### config.mk
export PLATFORM = sky130hd
export DESIGN_NAME = input_debounce
export DESIGN_NICKNAME = d
export VERILOG_FILES = /design/src/rtl/input_debounce.sv
export SDC_FILE = /design/constraint.sdc
export NUM_CORES = 1
export LEC_CHECK = 0
export CAP_MARGIN = 0
export CORE_MARGIN = 3
export CORE_UTILIZATION = 25
export CTS_BUF_LIST = sky130_fd_sc_hd__clkbuf_4 sky130_fd_sc_hd__clkbuf_8 sky130_fd_sc_hd__clkbuf_16
export CTS_CLUSTER_DIAMETER = 150
export CTS_CLUSTER_SIZE = 24
export DETAILED_ROUTE_END_ITERATION = 16
export PLACE_DENSITY = 0.39
export SLEW_MARGIN = 20
export SYNTH_ARGS = -nofsm -noshare
export SYNTH_HDL_FRONTEND = slang
export SYNTH_SLANG_ARGS = --single-unit
### constraint.sdc
create_clock -name clk -period 1.77 [get_ports clk]
set_input_delay 0.531 -clock clk [delete_from_list [all_inputs] [get_ports clk]]
set_output_delay 0.531 -clock clk [all_outputs]
set_load 0.01 [all_outputs]
### src/rtl/input_debounce.sv
// Synchroniser plus stability-counter debouncer; dout feeds the edge detector's level input.
// Defining DEBOUNCE_GLITCH_CNT_EN adds glitch_clr/glitch_cnt, a saturating rejected-glitch counter.
module input_debounce #(
    parameter int   SYNC_STAGES     = 2,
    parameter int   CNT_W           = 16,
    parameter int   DEBOUNCE_CYCLES = 1000,
    parameter logic RESET_LEVEL     = 1'b0
) (
    input  logic       clk,
    input  logic       rst_n,
    input  logic       din_raw,
`ifdef DEBOUNCE_GLITCH_CNT_EN
    input  logic       glitch_clr,
    output logic [7:0] glitch_cnt,
`endif
    output logic       dout,
    output logic       busy
);

    typedef enum logic {
        STABLE  = 1'b0,
        CONFIRM = 1'b1
    } state_t;

    localparam logic [CNT_W-1:0] CNT_LAST = CNT_W'(DEBOUNCE_CYCLES - 1);
    localparam logic [CNT_W-1:0] CNT_ONE  = CNT_W'(1);

    logic [SYNC_STAGES-1:0] sync_q;
    logic                   s;
    state_t                 state_q, state_d;
    logic [CNT_W-1:0]       cnt_q, cnt_d;
    logic                   dout_q, dout_d;

    // din_raw is only ever touched by the first flop of this chain
    always_ff @(posedge clk) begin
        if (!rst_n) begin
            sync_q <= {SYNC_STAGES{RESET_LEVEL}};
        end else begin
            sync_q <= {sync_q[SYNC_STAGES-2:0], din_raw};
        end
    end

    assign s = sync_q[SYNC_STAGES-1];

    always_comb begin
        state_d = state_q;
        cnt_d   = cnt_q;
        dout_d  = dout_q;
        case (state_q)
            STABLE: begin
                cnt_d = '0;
                if (s != dout_q) begin
                    if (DEBOUNCE_CYCLES == 1) begin
                        dout_d = s;
                    end else begin
                        cnt_d   = CNT_ONE;
                        state_d = CONFIRM;
                    end
                end
            end
            CONFIRM: begin
                if (s == dout_q) begin
                    cnt_d   = '0;
                    state_d = STABLE;
                end else if (cnt_q == CNT_LAST) begin
                    dout_d  = s;
                    cnt_d   = '0;
                    state_d = STABLE;
                end else begin
                    cnt_d = cnt_q + CNT_ONE;
                end
            end
            default: begin
                cnt_d   = '0;
                state_d = STABLE;
            end
        endcase
    end

    always_ff @(posedge clk) begin
        if (!rst_n) begin
            state_q <= STABLE;
            cnt_q   <= '0;
            dout_q  <= RESET_LEVEL;
        end else begin
            state_q <= state_d;
            cnt_q   <= cnt_d;
            dout_q  <= dout_d;
        end
    end

    assign dout = dout_q;
    assign busy = (state_q == CONFIRM);

`ifdef DEBOUNCE_GLITCH_CNT_EN
    logic       glitch;
    logic [7:0] glitch_q;

    // A bounce-back out of CONFIRM is one rejected glitch; clear beats a same-cycle glitch
    assign glitch = (state_q == CONFIRM) && (s == dout_q);

    always_ff @(posedge clk) begin
        if (!rst_n || glitch_clr) begin
            glitch_q <= 8'd0;
        end else if (glitch && (glitch_q != 8'hFF)) begin
            glitch_q <= glitch_q + 8'd1;
        end
    end

    assign glitch_cnt = glitch_q;
`endif

endmodule

==> reports/metrics.csv, run 1 <==
metric;value;unit
whs;0.454;ns
clock_path_buffers;2;
grt_max_degree;12;
crit_start;cnt_q[13];
place_inst;159;
ys_ff_latch;20;
io_pins;5;
die_area;4350;um2
post_dp_cell_area;1100;um2
drc;0;
reg2reg_depth;4;
via_per_inst;4.55;
ys_types;27;
gp_congestion;0.786;
synthCells;97;
path_common_cell;or4_4;
worst_slew_pin_slew;0.485;ns
violations;negative setup slack;
min_from;sync_q[0];
vias;747;
overflow;0;
die_y;66.0;um
start_util;0.265;
layout-drive-gt1-share;0.263;
cts_max_level;1;
rsz0062_at_grt;yes;
post-route-cell-area;1170;um2
p_total;742;uW
die_x;66.0;um
endpoint;cnt_q[0];
yosys_warnings;0;
cts_tree;yes;
cts_root_buffer;clkbuf_4;
maxCapViolations;0;
r2r-start;cnt_q[13];
pre_cts_slack;-0.0939;ns
relSlewSlack;0.675;
wirelength;1880;um
rrSetupSlack;-0.01;ns
grt_pass1_wl;3480;um
timing.fmax;562;MHz
critPathArrivalTime;1.99;ns
hold_class;register to register;
rows;21;
status;complete, but fails checks;
yosysSeqAreaShare;0.445;
fin_crit;1.78;ns
critical_path_class;register to register;
drt_pass1_iterations;4;
setup-tns-final;-0.0208;ns
crit_fanout;3;
setup_slack;-0.0107;ns
cts_setup_buffers;0;
cp_slowest_cell;or4_4;
synth_area_per_cell;9.27;um2
max_stage_delay;0.59;ns
diodes;0;
post-dp-hpwl;1320;um
clock_sinks;20;
clk_pin_slew;0.12;ns
p_leak;0.395;nW
fin_nets;123;
drt-initial-drc-count;31;
hold_viol;0;
syn_to_final_growth;30.2;%
fillers;343;
final_cells;164;
clock_latency;0.30;ns
post-route-period-util;1.01;
grtUsageTotal;0.104;
grt_pass1_vias;734;
cts_inserted_buffers;3;
synth_area;900;um2
io_buffers;4;
ant_nets;0;
start_kind;register;
ir_worst_vdd;0.409;mV
end_kind;register;
crit_chain;or4_4 > or4_4 > or2b_1 > a21oi_1;
core-area;3390;um2
r2r-end;cnt_q[0];
report.final.slew_viol_count;0;
skew;0.00962;ns
utilization;0.346;
synth.net_count;101;
powerDensity;634;nW/um2
antenna_found_initial;0;
wl_per_cell;11.4;um
finalSetupViolCount;5;
required;1.98;ns
[placed cells by master (no fill, tap or decap), drive strengths merged, types with 2 or more instances in the layout]
master	instances
a21oi	2
and2	2
buf	15
clkbuf	4
clkdlybuf4s50	2
dfxtp	20
inv	3
nand2	4
nand3	6
nand4	9
nor2	17
nor3	2
nor4	3
or4	3
xnor2	8
xor2	6
[registers in the layout (all words and copies together), names as in the netlist]
register,flops
sync_q,2
dout,1
cnt_q,16
busy,1
[what timing repair did]
item,CTS,global route
gates cloned,1,0
pin swaps,3,6
gates resized for setup,4,4
hold buffers,0,0
setup endpoints to repair,17,17
[per-layer routing]
layer / share of wire / wire [um] / track usage / vias up
met5: 0 / 0 / 0 / -
met4: 0.0096 / 18 / 0.0228 / 0
met3: 0.050 / 93 / 0.0425 / 2
met2: 0.41 / 770 / 0.163 / 15
met1: 0.53 / 992 / 0.135 / 343
li1: - / - / - / 387
[critical path, delay by kind of cell, from the launching register on]
| family | cells | cell delay (ns) |
|---|---|---|
| and+or+nand+nor | 3 | 1.31 |
| AOI/OAI and AO/OA | 1 | 0.05 |
| DFF | 1 | 0.33 |
[cells in the mapped netlist]
master,instances,area share
o31ai_1,1,0.0083
clkbuf_1,1,0.0042
mux2i_1,1,0.011
nand2_1,4,0.017
xnor2_1,8,0.078
nor2b_1,1,0.0070
dfxtp_1,20,0.45
a21oi_1,2,0.011
and4_1,1,0.0097
or2b_1,1,0.0083
or4_4,1,0.013
nand4_4,1,0.024
xor2_1,6,0.058
ha_1,1,0.014
or4_1,2,0.017
nor4_1,3,0.021
nand3_1,6,0.033
nor3_1,2,0.011
or4b_4,1,0.015
buf_6,2,0.025
inv_1,3,0.013
nand4b_1,1,0.0097
nor2_1,17,0.071
and2_1,2,0.014
or3_1,1,0.0070
and3_1,1,0.0070
nand4_1,7,0.049
[cell type report]
| cell class | instances | area (um2) | share of cell area |
|---|---|---|---|
| clock buffers | 4 | 36.3 | 0.0310 |
| inverters | 3 | 11.3 | 0.00962 |
| multi-input cells | 72 | 508 | 0.434 |
| flip-flops and latches | 20 | 404 | 0.345 |
| well taps | 46 | 57.6 | 0.0491 |
| repair buffers | 19 | 154 | 0.131 |
[cell families (layout without fill, tap and decap cells)]
logic type,Yosys count,in the layout,synth area share
xor+xnor,14,14,0.136
flops,20,20,0.445
compound gates,3,3,0.0195
mux,1,1,0.0111
buf+inv,6,26,0.0417
fa+ha+maj,1,1,0.0139
simple gates,52,53,0.332
[worst min path at each step]
| stage | to | slack, ns | depth (start not counted) |
|---|---|---|---|
| after floorplan | sync_q[1] | 0.41 | 1 |
| after global placement | sync_q[1] | 0.42 | 1 |
| after detailed placement | sync_q[1] | 0.42 | 1 |
| after CTS | sync_q[1] | 0.46 | 1 |
| after global routing | sync_q[1] | 0.48 | 1 |
| final | sync_q[1] | 0.45 | 1 |
[power by group]
part           switching [mW]  internal (mW)  total (mW)
clock                   0.142          0.125       0.268
sequential            0.00163          0.453       0.455
combinational         0.00904         0.0105      0.0195
total                   0.153          0.589       0.742
No activity file was read; power rests on OpenSTA's default activity.
==> run 2: changes to the inputs <==
- CORE_ASPECT_RATIO: unset -> 0.9
- CORE_UTILIZATION: 25 -> 40
- MAX_ROUTING_LAYER: unset -> met4
- PLACE_DENSITY: 0.39 -> 0.57
==> run 2 against run 1 <==
  * The run still ends with negative setup slack left
  * Utilization rose by 22 points
  * Via count fell by 0.94%
  * Sequential power barely moved
  * Critical path depth did not move
  * Sequential cell count did not move
  * Critical endpoint unchanged
  * Design area fell by 1.4%
  * Clock power barely moved
  * Combinational power rose by 5%
  * Clock skew fell by 0.0076 ns
  * Routed wire length fell by 2.8%
  * Final cell count fell by 13%
  * Total power fell by 0.13%
==> reports/metrics.csv, run 2 (same netlist as run 1, synthesis figures left out) <==
metric;value;unit;change
status;complete, but fails checks;;
violations;negative setup slack;;
post-route-cell-area;1150;um2;-1.4%
io_pins;5;;unchanged
post_dp_cell_area;1070;um2;-2.4%
p_leak;0.394;nW;about the same
clock_path_buffers;2;;unchanged
clk_pin_slew;0.11;ns;about the same
io_buffers;4;;unchanged
ir_worst_vdd;0.596;mV;+46%
skew;0.00200;ns;-0.00762 ns
rrSetupSlack;-0.03;ns;-0.02 ns
end_kind;register;;
cts_inserted_buffers;3;;unchanged
hold_viol;0;;unchanged
r2r-start;cnt_q[14];;
cp_slowest_cell;or4_4;;
grtUsageTotal;0.153;;+0.0481
die_area;2850;um2;-34%
wirelength;1820;um;-2.8%
clock_latency;0.30;ns;about the same
wl_per_cell;12.7;um;+12%
layout-drive-gt1-share;0.297;;+0.0339
post-route-period-util;1.02;;+0.0126
core-area;2030;um2;-40%
powerDensity;642;nW/um2;+1.3%
min_from;sync_q[0];;
grt_pass1_vias;722;;-1.6%
pre_cts_slack;-0.0857;ns;+0.00814 ns
path_common_cell;or4_4;;
fin_crit;1.80;ns;+0.0222 ns
cts_root_buffer;clkbuf_4;;
gp_congestion;0.802;;+2.1%
vias;740;;-0.94%
diodes;0;;unchanged
whs;0.443;ns;-0.0110 ns
worstHoldPathCells;1;;unchanged
worst_slew_pin_slew;0.490;ns;+0.00436 ns
relSlewSlack;0.672;;-0.00292
final_cells;143;;-13%
cts_tree;yes;;
ant_nets;0;;unchanged
critical_path_class;register to register;;
grt_max_degree;12;;unchanged
report.final.slew_viol_count;0;;unchanged
crit_fanout;3;;unchanged
required;1.97;ns;about the same
layout_commonest_cell;dfxtp_1;;
crit_chain;or4_4 > or4_4 > or2b_1 > a21oi_2;;
r2r-end;cnt_q[0];;
setup_slack;-0.0330;ns;-0.0222 ns
overflow;0;;unchanged
largest_reg_flops;16;;unchanged
cts_max_level;1;;unchanged
start_kind;register;;
drc;0;;unchanged
cp_top_family;simple AND/OR/NAND/NOR gates;;
hold_class;register to register;;
antenna_found_initial;0;;unchanged
cts_setup_buffers;0;;unchanged
rsz0062_at_grt;yes;;
clock_sinks;20;;unchanged
path_buf_inv;0;;unchanged
place_inst;138;;-13%
crit_start;cnt_q[14];;
fin_nets;123;;unchanged
via_per_inst;5.17;;+14%
min_to;sync_q[1];;
post-dp-hpwl;1310;um;-0.87%
reg.largest.list;cnt_q x16, sync_q x2;;
max_stage_delay;0.59;ns;about the same
most-common-layout-cells;dfxtp_1 (16), buf_4 (15), nor2_1 (13);;
critPathArrivalTime;2.01;ns;+0.02 ns
syn_to_final_growth;28.4;%;
drt_pass1_iterations;4;;unchanged
finalSetupViolCount;6;;+1
grt_pass1_wl;3250;um;-6.7%
drt-initial-drc-count;18;;-42%
maxCapViolations;0;;unchanged
regMostFlops;cnt_q;;
reg2reg_depth;4;;unchanged
die_x;56.0;um;-15%
rows;15;;-29%
start_util;0.444;;+0.178
die_y;51.0;um;-23%
timing.fmax;555;MHz;-1.2%
## run 2: cell counts in the layout (fill, tap and decap cells not counted)
Identical to the previous run, type by type.
## run 2: worst max path at each step
stage | endpoint | depth (start not counted) | slack (ns)
after global placement | cnt_q[1] | 5 | -0.07
final | cnt_q[0] | 4 | -0.03
after detailed placement | cnt_q[8] | 5 | -0.09
after CTS | cnt_q[0] | 4 | -0.04
after floorplan | cnt_q[5] | 6 | -0.09
after global routing | cnt_q[0] | 4 | -0.07
## run 2: through the flow
stage | power [mW] | util | setup TNS (ns)
floorplan | 0.471 | - | -0.874
global placement | 0.483 | 0.529 | -0.967
detailed placement | 0.483 | 0.529 | -1.20
CTS | 0.753 | 0.561 | -0.111
global route | 0.781 | 0.570 | -0.654
finish | 0.741 | 0.570 | -0.0530
## run 2: repair_timing
item | CTS | global route
pin swaps | 3 | 14
endpoints found under the setup margin | 17 | 18
hold buffers | 0 | 0
cloned | 1 | 0
gates resized for setup | 5 | 7
## run 2: area by class of cell
type | instances | area, um2
sequential | 20 | 405
timing repair buffer | 19 | 154
inverter | 3 | 11.3
multi-input combinational | 72 | 517
fill | 179 | 872
clock buffer | 4 | 36.3
tap | 25 | 31.3
## run 2: where the power goes
group          internal (mW)  total, mW  switching (mW)
Clock                  0.126      0.266           0.140
Sequential             0.453      0.455         0.00165
Combinational         0.0106     0.0205         0.00994
## run 2: routing by layer
layer  vias to the layer above  GRT usage  wire length, um
li1                        382          -                -
met1                       340      0.187              869
met2                        14      0.237              852
met3                         4     0.0530               76
met4                         0     0.0474               25
met5                         -          -                0
